**src/rtl/apb_completer_regfile_if.sv**
```systemverilog
// APB bus bundle between one requester PSELx slot and an apb_completer_regfile.
// The master side drives select/enable/address/data; the slave side answers.
interface apb_completer_regfile_if #(
    parameter int DataWidth = 32,
    parameter int AddrWidth = 32
);
    logic                   PSEL;
    logic                   PENABLE;
    logic                   PWRITE;
    logic [AddrWidth-1:0]   PADDR;
    logic [DataWidth-1:0]   PWDATA;
    logic [DataWidth/8-1:0] PSTRB;
    logic                   PREADY;
    logic [DataWidth-1:0]   PRDATA;
    logic                   PSLVERR;

    modport master (
        output PSEL, PENABLE, PWRITE, PADDR, PWDATA, PSTRB,
        input  PREADY, PRDATA, PSLVERR
    );

    modport slave (
        input  PSEL, PENABLE, PWRITE, PADDR, PWDATA, PSTRB,
        output PREADY, PRDATA, PSLVERR
    );
endinterface

```
**src/rtl/apb_completer_regfile.sv**
```systemverilog
// APB completer backed by a byte-strobed register bank, with PSLVERR on bad accesses.
// Define APB_COMPLETER_WAIT_EN to insert WaitCycles wait states per access.
module apb_completer_regfile #(
    parameter int DataWidth  = 32,
    parameter int AddrWidth  = 32,
    parameter int Depth      = 16,
    parameter int WaitCycles = 2
) (
    input  logic                 PCLK,
    input  logic                 PRESETn,
    apb_completer_regfile_if.slave apb
);
    localparam int BYTES = DataWidth / 8;
    localparam int SB    = $clog2(BYTES);
    localparam int IW    = $clog2(Depth);
    localparam logic [AddrWidth:0] LIMIT = (AddrWidth + 1)'(Depth * BYTES);

    typedef enum logic {IDLE, ACCESS} state_t;

    state_t               state_reg, state_next;
    logic                 wr_reg;
    logic [IW-1:0]        idx_reg;
    logic [DataWidth-1:0] wdata_reg;
    logic [BYTES-1:0]     strb_reg;
    logic                 err_reg;
    logic [DataWidth-1:0] prdata_reg;
    logic [DataWidth-1:0] reg_q [Depth];

    logic                 setup;
    logic                 do_write;
    logic                 cnt_zero;
    logic                 pready;
    logic                 pslverr;
    logic                 misaligned;
    logic                 err_next;
    logic [IW-1:0]        idx_next;

    generate
        if (SB > 0) begin : g_align
            assign misaligned = |apb.PADDR[SB-1:0];
        end else begin : g_noalign
            assign misaligned = 1'b0;
        end
    endgenerate

    assign err_next = misaligned || ({1'b0, apb.PADDR} >= LIMIT);
    assign idx_next = apb.PADDR[SB +: IW];

`ifdef APB_COMPLETER_WAIT_EN
    localparam logic [3:0] WAIT_INIT = 4'(WaitCycles);
    logic [3:0] cnt_reg, cnt_next;

    assign cnt_zero = (cnt_reg == 4'd0);

    // Counter only moves on genuine access cycles; a PENABLE=0 gap holds it.
    always_comb begin
        cnt_next = cnt_reg;
        if (setup) begin
            cnt_next = WAIT_INIT;
        end else if (state_reg == ACCESS && apb.PSEL && apb.PENABLE && !cnt_zero) begin
            cnt_next = cnt_reg - 4'd1;
        end
    end

    always_ff @(posedge PCLK or negedge PRESETn) begin
        if (!PRESETn) begin
            cnt_reg <= '0;
        end else begin
            cnt_reg <= cnt_next;
        end
    end
`else
    assign cnt_zero = 1'b1;
`endif

    always_comb begin
        state_next = state_reg;
        setup      = 1'b0;
        do_write   = 1'b0;
        pready     = 1'b0;
        pslverr    = 1'b0;
        case (state_reg)
            IDLE: begin
                if (apb.PSEL && !apb.PENABLE) begin
                    setup      = 1'b1;
                    state_next = ACCESS;
                end else if (apb.PSEL && apb.PENABLE) begin
                    // Access phase with no setup: answer with an error at once.
                    pready  = 1'b1;
                    pslverr = 1'b1;
                end
            end
            ACCESS: begin
                if (!apb.PSEL) begin
                    state_next = IDLE;
                end else if (apb.PENABLE && cnt_zero) begin
                    pready     = 1'b1;
                    pslverr    = err_reg;
                    do_write   = wr_reg && !err_reg;
                    state_next = IDLE;
                end
            end
            default: state_next = IDLE;
        endcase
    end

    always_ff @(posedge PCLK or negedge PRESETn) begin
        if (!PRESETn) begin
            state_reg <= IDLE;
        end else begin
            state_reg <= state_next;
        end
    end

    // Everything the access needs is latched at setup so the bus may change afterwards.
    always_ff @(posedge PCLK or negedge PRESETn) begin
        if (!PRESETn) begin
            wr_reg     <= 1'b0;
            idx_reg    <= '0;
            wdata_reg  <= '0;
            strb_reg   <= '0;
            err_reg    <= 1'b0;
            prdata_reg <= '0;
        end else if (setup) begin
            wr_reg     <= apb.PWRITE;
            idx_reg    <= idx_next;
            wdata_reg  <= apb.PWDATA;
            strb_reg   <= apb.PSTRB;
            err_reg    <= err_next;
            prdata_reg <= (!apb.PWRITE && !err_next) ? reg_q[idx_next] : '0;
        end
    end

    generate
        for (genvar gi = 0; gi < Depth; gi++) begin : g_reg
            logic [DataWidth-1:0] q_reg;

            always_ff @(posedge PCLK or negedge PRESETn) begin
                if (!PRESETn) begin
                    q_reg <= '0;
                end else if (do_write && idx_reg == IW'(gi)) begin
                    for (int b = 0; b < BYTES; b++) begin
                        if (strb_reg[b]) begin
                            q_reg[8*b +: 8] <= wdata_reg[8*b +: 8];
                        end
                    end
                end
            end

            assign reg_q[gi] = q_reg;
        end
    endgenerate

    assign apb.PREADY  = pready;
    assign apb.PSLVERR = pslverr;
    assign apb.PRDATA  = prdata_reg;
endmodule
```
**src/flat_wrapper.sv**
```systemverilog
// flat-port wrapper written by rule: the top's interface ports become plain ports
module apb_completer_regfile_flat 
#(
    parameter int DataWidth  = 32,
    parameter int AddrWidth  = 32,
    parameter int Depth      = 16,
    parameter int WaitCycles = 2
)
  (PCLK, PRESETn, apb_PSEL, apb_PENABLE, apb_PWRITE, apb_PADDR, apb_PWDATA, apb_PSTRB, apb_PREADY, apb_PRDATA, apb_PSLVERR);
  apb_completer_regfile_if #(.DataWidth(DataWidth), .AddrWidth(AddrWidth)) apb_i ();
  input  logic PCLK;
  input  logic PRESETn;
  input wire logic [$bits(apb_i.PSEL)-1:0] apb_PSEL;
  input wire logic [$bits(apb_i.PENABLE)-1:0] apb_PENABLE;
  input wire logic [$bits(apb_i.PWRITE)-1:0] apb_PWRITE;
  input wire logic [$bits(apb_i.PADDR)-1:0] apb_PADDR;
  input wire logic [$bits(apb_i.PWDATA)-1:0] apb_PWDATA;
  input wire logic [$bits(apb_i.PSTRB)-1:0] apb_PSTRB;
  output wire logic [$bits(apb_i.PREADY)-1:0] apb_PREADY;
  output wire logic [$bits(apb_i.PRDATA)-1:0] apb_PRDATA;
  output wire logic [$bits(apb_i.PSLVERR)-1:0] apb_PSLVERR;
  assign apb_i.PSEL = apb_PSEL;
  assign apb_i.PENABLE = apb_PENABLE;
  assign apb_i.PWRITE = apb_PWRITE;
  assign apb_i.PADDR = apb_PADDR;
  assign apb_i.PWDATA = apb_PWDATA;
  assign apb_i.PSTRB = apb_PSTRB;
  assign apb_PREADY = apb_i.PREADY;
  assign apb_PRDATA = apb_i.PRDATA;
  assign apb_PSLVERR = apb_i.PSLVERR;
  apb_completer_regfile #(.DataWidth(DataWidth), .AddrWidth(AddrWidth), .Depth(Depth), .WaitCycles(WaitCycles)) u_core (.PCLK(PCLK), .PRESETn(PRESETn), .apb(apb_i));
endmodule
```
**config.mk**
```make
export PLATFORM = sky130hd
export DESIGN_NAME = apb_completer_regfile_flat
export DESIGN_NICKNAME = d
export VERILOG_FILES = /design/src/rtl/apb_completer_regfile_if.sv /design/src/rtl/apb_completer_regfile.sv /design/src/flat_wrapper.sv
export SDC_FILE = /design/constraint.sdc
export NUM_CORES = 1
export LEC_CHECK = 0
export BUFFER_PORTS_ARGS = -buffer_cell sky130_fd_sc_hd__buf_2
export CORE_MARGIN = 1
export CORE_UTILIZATION = 65
export DETAILED_ROUTE_END_ITERATION = 10
export PLACE_DENSITY_LB_ADDON = 0.1
export SKIP_CTS_REPAIR_TIMING = 1
export SYNTH_ARGS = -nofsm -noshare
export SYNTH_HDL_FRONTEND = slang
export SYNTH_SLANG_ARGS = --single-unit
```
**constraint.sdc**
```tcl
create_clock -name PCLK -period 2.9 [get_ports PCLK]
set_input_delay 0.145 -clock PCLK [delete_from_list [all_inputs] [get_ports PCLK]]
set_output_delay 0.145 -clock PCLK [all_outputs]
set_load 0.05 [all_outputs]
```
======== Yosys cells after proc, flatten, opt, wreduce, memory -nomap -nowiden ========
Index checks and enable logic that the tools add are counted.
Widths: inputs -> output; s select.
word-level totals
  logic and storage cells ................. 201
  register bits ........................... 587
operators by class
  equal/unequal tests ..................... 15
  bitwise gates (word level) .............. 2
  $lt $le $gt $ge ......................... 2
  multiplexer cells ....................... 20
  reduce and logical (&&, ||, !) cells .... 91
operators with widths
  operator             count
  $bmux 32 s4          1
  $reduce_and 2->1     64
  $mux 32              3
  $eq 4x4->1 const B   8
  $ge 32x7->1 const B  1
  $logic_and 1x1->1    20
  $eq 4x3->1 const B   4
  $mux 1               13
  $eq 4x2->1 const B   2
  $pmux 1 s2           3
  $ge 5x5->1 const B   1
  $not 4->5            1
  $eq 4x1->1 const B   1
  $logic_not 1->1      4
  $logic_not 4->1      1
  $reduce_or 2->1      1
  $logic_or 1x1->1     1
  $not 1->1            1

======== Depth between registers and ports, before layout ========
Gate-level depths: netlist (run 1).
  depth after elaboration ................. 7
  gate-level depth with buffers ........... 8
  mapped depth without buffers ............ 4

======== Worst setup path after synthesis (run 1) ========
Ideal clock, no wire load.
  kind .................................... input-to-output
  start ................................... input port apb_PSEL
  end ..................................... output port apb_PSLVERR
  path buffers ............................ 0
  setup slack ............................. 0.966 ns
  cell stages on the path ................. 2
  data arrival time ....................... 1.789 ns
  required time ........................... 2.755 ns
  path through ............................ and2_1 -> a21boi_0
between the ends
  cells in the longest elaborated chain, start to end .. 4
  elaborated cells between the ends (all ways) .. 6
  classes of those cells .................. mux (4); reduce/logical (2)
ends and longest elaborated chain
  item               RTL line                     source
  start, declared    flat_wrapper.sv:13           input wire logic [$bits(apb_i.PSEL)-1:0] apb_PSEL;
  $logic_and 1x1->1  apb_completer_regfile.sv:87  end else if (apb.PSEL && apb.PENABLE) begin
  $mux 1             apb_completer_regfile.sv:87
  $mux 1             apb_completer_regfile.sv:84  if (apb.PSEL && !apb.PENABLE) begin
  $pmux 1 s2 (*)     apb_completer_regfile.sv:82  case (state_reg)
  end, declared      flat_wrapper.sv:21           output wire logic [$bits(apb_i.PSLVERR)-1:0] apb_PSLVERR;
Mark *: on every way between the ends. The rest lies on a longest branch, timed or not.

======== Worst setup path in the final report (run 1) ========
  start ................................... register u_core.state_reg
  end ..................................... register u_core.g_reg[14].q_reg[23]
between the ends
  cells in the longest elaborated chain, start to end .. 3
ends and longest elaborated chain
  item                           RTL line                      source
  start, declared                apb_completer_regfile.sv:20   state_t state_reg, state_next;
  start signal, assigned         apb_completer_regfile.sv:111  state_reg <= state_next;
  $mux 1                         apb_completer_regfile.sv:82
  $logic_and 1x1->1              apb_completer_regfile.sv:141  end else if (do_write && idx_reg == IW'(gi)) begin
  $reduce_and 2->1 (no line)     n/a
  end signal, assigned by index  apb_completer_regfile.sv:144  q_reg[8*b +: 8] <= wdata_reg[8*b +: 8];
  end, declared                  apb_completer_regfile.sv:136  logic [DataWidth-1:0] q_reg;
No other way between the ends.
A chain may end at the register's enable or synchronous reset.

==> results of run 1 <==
[routing by layer]
metal	global-route usage	wire, um	vias to the layer above	share of wire
met1	0.432	27400	8940	0.44
met3	0.0430	2980	106	0.047
met4	0.0947	1520	0	0.024
li1	-	-	7597	-
met5	0	0	-	0
met2	0.504	31000	407	0.49
[report_power, final]
| part | leakage (nW) | total, mW | internal (mW) | switching, mW |
|---|---|---|---|---|
| clock | 0.984 | 7.67 | 4.49 | 3.18 |
| sequential | 8.14 | 8.67 | 8.27 | 0.405 |
| combinational | 6.06 | 0.927 | 0.328 | 0.599 |
[metrics by stage]
step,hold WS (ps),cells,cell area (um2),setup WS [ps]
2_1_floorplan,-151,2009,26800,966
3_3_place_gp,216,2564,28000,474
4_1_cts,-411,2673,30000,369
6_report,-60.5,2715,30400,342
5_1_grt,24.2,2715,30400,244
3_5_place_dp,234,2564,28000,371
[worst min-delay path by stage]
stage          slack, ps  depth (start not counted)                                endpoint
2_1_floorplan       -150                          0        u_core.apb.PRDATA[0]$_DFFE_PN0P_
3_3_place_gp         220                          1   u_core.g_reg[11].q_reg[2]$_DFFE_PN0P_
3_5_place_dp         230                          1   u_core.g_reg[11].q_reg[2]$_DFFE_PN0P_
4_1_cts             -410                          1  u_core.g_reg[11].q_reg[29]$_DFFE_PN0P_
5_1_grt               20                          5              u_core.err_reg$_DFFE_PN0P_
6_report             -60                          5              u_core.err_reg$_DFFE_PN0P_
[final cells by class]
type / instances / area share
inverter: 1 / 0.000123
clock buffer: 90 / 0.0600
tap: 525 / 0.0216
clock inverter: 19 / 0.00514
multi-input combinational: 1294 / 0.380
timing repair buffer: 199 / 0.0507
sequential: 587 / 0.483
[cells in the mapped netlist]
| cell | n | share of area |
|---|---|---|
| a221oi_1 | 32 | 0.010 |
| o2bb2ai_1 | 32 | 0.010 |
| o21ai_0 | 1 | 0.00019 |
| mux2i_1 | 192 | 0.072 |
| nand2_1 | 164 | 0.023 |
| nand4_1 | 2 | 0.00047 |
| a21boi_0 | 1 | 0.00028 |
| nor4_1 | 38 | 0.0089 |
| inv_1 | 1 | 0.00014 |
| o22ai_1 | 32 | 0.0075 |
| buf_1 | 5 | 0.00070 |
| dfrtp_1 | 587 | 0.55 |
| o221ai_1 | 32 | 0.010 |
| or3_1 | 1 | 0.00023 |
| and2_1 | 33 | 0.0077 |
| buf_2 | 27 | 0.0051 |
| nor2b_1 | 8 | 0.0019 |
| clkbuf_1 | 94 | 0.013 |
| a22oi_1 | 32 | 0.0090 |
| buf_4 | 1 | 0.00028 |
| nand4_2 | 4 | 0.0019 |
| nor2_2 | 52 | 0.012 |
| mux2_2 | 576 | 0.24 |
| a21oi_1 | 2 | 0.00037 |
| and4b_1 | 4 | 0.0015 |
| or2_2 | 1 | 0.00023 |
| nand4b_1 | 4 | 0.0013 |
| or3b_2 | 1 | 0.00033 |
| nor3_1 | 1 | 0.00019 |
| nand2b_1 | 6 | 0.0014 |
| nor2_1 | 34 | 0.0048 |
| nor3b_4 | 1 | 0.00070 |
| nand2_2 | 8 | 0.0019 |
[critical path: stages, from the launching register on]
cell and delay (ps):
dfrtp_1 420, and4b_1 540, nand4_2 520, nor2_2 560, mux2_2 390
[kinds of logic after synthesis]
| kind of cell | synth area share |
|---|---|
| mux | 0.314 |
| compound gates | 0.0487 |
| simple gates | 0.0685 |
| flops | 0.549 |
| buf+inv | 0.0194 |
[placed cells by master, fill, tap and decap left out, drive strengths merged, types with 14 or more instances in the layout]
| master | count |
|---|---|
| nor4 | 38 |
| a221oi | 32 |
| o2bb2ai | 32 |
| dfrtp | 587 |
| a22oi | 32 |
| clkinv | 14 |
| mux2 | 576 |
| o221ai | 32 |
| clkbuf | 90 |
| dlygate4sd3 | 42 |
| mux2i | 192 |
| and2 | 33 |
| nor2 | 86 |
| nand2 | 172 |
| buf | 157 |
| o22ai | 32 |
==> out/metrics.cfg, run 1 <==
[status]
outcome=complete, but fails checks
violations=negative hold slack

[timing]
rsz0062_at_grt=false
setup_tns_ps=0
timing.fmax_mhz=391
drv_slew=0
final.min_clock_period_ps=2560
timing.final.crit_share=0.882
slew-limit-headroom=0.267
hold_ws_ps=-60.5
tightest_slew_ps=1100
fin_skew_ps=9.60
setup_viol=0
hold_violations=1

[grt]
grt_usage=0.309
grt_overflow=0
antenna_found_initial=1
grt_max_degree=83
grt_pass1_wl_um=100000
grt_pass1_vias=17701

[synthesis]
yosysSeqAreaShare=0.549
syn_area_mm2=0.0268
netlist_instances=2009
avgSynthCellArea_um2=13.3
synth-warning-count=0
synth_cell_type_count=33
syn_nets=2082
synth_seq_cells=587

[floorplan]
die_w_um=205
num_rows=73
coreArea_mm2=0.0402
ioPinCount=107
die_h_um=205
initial_core_util=0.666
dieArea_mm2=0.0420

[layout]
drive_above_1_share=0.412
multi_input_area_mm2=0.0116
layout.nets=2214
fill_cells=2630
seqCellArea_mm2=0.0147
antennaDiodeCount=0
syn_to_final_growth_pct=13.8
final_util=0.757
largest_register_ffs=512

[critical_path]
critPathLaunch=u_core.state_reg$_DFF_PN0_
worstPathArrival_ps=3040
rr_endpoint=u_core.g_reg[14].q_reg[23]$_DFFE_PN0P_
worstPathRequired_ps=3380
r2r_cells=4
path_max_fanout=11
rr_startpoint=u_core.state_reg$_DFF_PN0_
endpoint_kind=flip-flop
cp-endpoint=u_core.g_reg[14].q_reg[23]$_DFFE_PN0P_
startpoint_type=flip-flop
path_class=flip-flop to flip-flop
ff2ff_setup_slack_ps=340

[pwr]
power_density_mw_per_mm2=568
power_mw=17.3
ir_worst_vdd_mv=0.478
p_leak_nw=15.2

[drt]
routed-via-count=17050
dr.pass1.iters=5
ant_nets=0
drtIter0Drc=1203
via_per_inst=6.28
drt_wl_total_um=62900
drc=0
wl_per_cell_um=23.2

[job]
maxCapViolCount=0

[clock_tree]
cts_buffers=58
cts_htree_levels=2
cts-root-buf=clkbuf_16
clk_pin_slew_worst_paths_ps=60
cts.sinks=587
clk_latency_ps=600
tritoncts=yes
cts_buffer_depth=3

[worst_hold_path]
hold_class=primary input to flip-flop
hold_start=apb_PADDR[11]

[placed_design]
portBuffers=106
gp_congestion=0.788
hpwlAfterDp_um=39500

Power figures use the tool's default switching activity.
==> run 2, diff against run 1 <==
HOLD_SLACK_MARGIN = 0.05   (was default)
==> run 2 against run 1 <==
Net effect: the run now ends clean; via count rose by 0.34%; global-route usage unchanged; die area is the same; worst hold slack better by 220 ps; sequential power is essentially flat; maximum frequency increased by 0.49%; wire length grew 0.57%; worst setup slack better by 12 ps; count of clock-buffer cells in the layout stayed put; non-clock buffer count increased by 4; critical path depth unchanged; sequential share of layout area is 0.064 points lower; critical path type unchanged; largest power group unchanged.
==> out/metrics.cfg, run 2 (synthesized netlist as in run 1, its figures left out) <==
[timing]
rsz0062_at_grt=false
tightest_slew_ps=1090  ; -9.15 ps
setup_tns_ps=0  ; unchanged
setup_ws_ps=355  ; +12.5 ps
final.min_clock_period_ps=2550  ; -12.5 ps
setup_viol=0  ; unchanged
fin_skew_ps=10.5  ; +0.934 ps
drv_slew=0  ; unchanged
timing.fmax_mhz=393  ; +0.49%
timing.final.crit_share=0.878  ; -0.00430
slew-limit-headroom=0.273  ; +0.00610
hold_violations=0  ; -1

[floorplan]
initial_core_util=0.666  ; unchanged
num_rows=73  ; unchanged
dieArea_mm2=0.0420  ; unchanged
ioPinCount=107  ; unchanged
die_h_um=205  ; unchanged
die_w_um=205  ; unchanged
coreArea_mm2=0.0402  ; unchanged

[worst_hold_path]
hold_start=apb_PADDR[2]
hold_class=primary input to flip-flop

[layout]
layout.nets=2218  ; +0.18%
final_common_cell=dfrtp_1
drive_above_1_share=0.412  ; -0.000752
multi_input_area_mm2=0.0116  ; unchanged
seqCellArea_mm2=0.0147  ; unchanged
syn_to_final_growth_pct=13.9
fin_area_mm2=0.0305  ; +0.13%
final_util=0.758  ; +0.000996
largest_register_ffs=512  ; unchanged
antennaDiodeCount=0  ; unchanged
fill_cells=2622  ; -0.30%
final_cell_mix=587 x dfrtp_1, 576 x mux2_2, 192 x mux2i_1

[status]
outcome=completed

[critical_path]
endpoint_kind=flip-flop
worstPathArrival_ps=3030  ; about the same
path_max_fanout=11  ; unchanged
worstPathRequired_ps=3380  ; about the same
rr_startpoint=u_core.state_reg$_DFF_PN0_
path_class=flip-flop to flip-flop
critPathLaunch=u_core.state_reg$_DFF_PN0_
startpoint_type=flip-flop

[drt]
drt_wl_total_um=63200  ; +0.57%
dr.pass1.iters=5  ; unchanged
routed-via-count=17108  ; +0.34%
drc=0  ; unchanged
via_per_inst=6.29  ; +0.19%
wl_per_cell_um=23.3  ; +0.42%
ant_nets=0  ; unchanged
drtIter0Drc=1183  ; -1.7%

[grt]
grt_pass1_wl_um=100000  ; unchanged
grt_pass1_vias=17701  ; unchanged
antenna_found_initial=1  ; unchanged
grt_usage=0.309  ; unchanged
grt_max_degree=83  ; unchanged
grt_overflow=0  ; unchanged

[clock_tree]
cts.sinks=587  ; unchanged
clk_latency_ps=600  ; about the same
cts_buffer_depth=3  ; unchanged
tritoncts=yes
cts_buffers=58  ; unchanged
clk_pin_slew_worst_paths_ps=60  ; about the same
cts_htree_levels=2  ; unchanged
cts-root-buf=clkbuf_16

[job]
maxCapViolCount=0  ; unchanged

[placed_design]
gp_congestion=0.788  ; unchanged
place_ws_ps=371  ; unchanged
hpwlAfterDp_um=39500  ; unchanged
portBuffers=106  ; unchanged
dpl-instance-area_mm2=0.0280  ; unchanged

[pwr]
ir_worst_vdd_mv=0.477  ; about the same
power_density_mw_per_mm2=567  ; about the same
p_leak_nw=15.2  ; +0.13%
power_mw=17.3  ; about the same

==> run 2: cell types whose count changed in the layout (fill, tap and decap cells not counted) <==
cell	previous run	this run
dlygate4sd3_1	42	46
==> run 2: path summary, 6_finish.rpt <==
kind                                                          end  slack [ps]  cells after the start
min in group asynchronous   u_core.g_reg[11].q_reg[2]$_DFFE_PN0P_         170                      2
setup / recovery           u_core.g_reg[14].q_reg[23]$_DFFE_PN0P_         350                      4
setup reg to reg           u_core.g_reg[14].q_reg[23]$_DFFE_PN0P_         350                      4
hold / removal                      u_core.idx_reg[0]$_DFFE_PN0P_         160                      4
max in group asynchronous   u_core.g_reg[5].q_reg[12]$_DFFE_PN0P_        1650                      3
hold reg to reg              u_core.g_reg[4].q_reg[6]$_DFFE_PN0P_         500                      1
==> run 2: cell type report <==
| type | count | area share |
|---|---|---|
| multi-input cells | 1294 | 0.379 |
| clock inverters | 19 | 0.00513 |
| clock buffers | 90 | 0.0599 |
| inverters | 1 | 0.000123 |
| repair buffers | 203 | 0.0519 |
| flip-flops and latches | 587 | 0.482 |
| well taps | 525 | 0.0216 |
==> run 2: report_power, final <==
part           total [mW]  internal [mW]  switching, mW
clock network        7.68           4.49           3.18
logic               0.929          0.329          0.600
registers            8.68           8.27          0.406
==> run 2: stage by stage <==
step | cells | hold WS (ps)
6_report | 2719 | 157
3_3_place_gp | 2564 | 216
4_1_cts | 2673 | -411
2_1_floorplan | 2009 | -151
5_1_grt | 2719 | 161
3_5_place_dp | 2564 | 234
==> run 2: worst max-delay path, cell delays in order (launching register included) <==
cell	delay (ps)
dfrtp_1	420
and4b_1	530
nand4_2	510
nor2_2	560
mux2_2	390
==> run 2: metal layers <==
layer  part of all wire  track usage  vias to the layer above
met2               0.49        0.504                      423
met4              0.024       0.0947                        0
met3              0.046       0.0430                      109
li1                   -            -                     7601
met1               0.44        0.432                     8975
met5                  0            0                        -
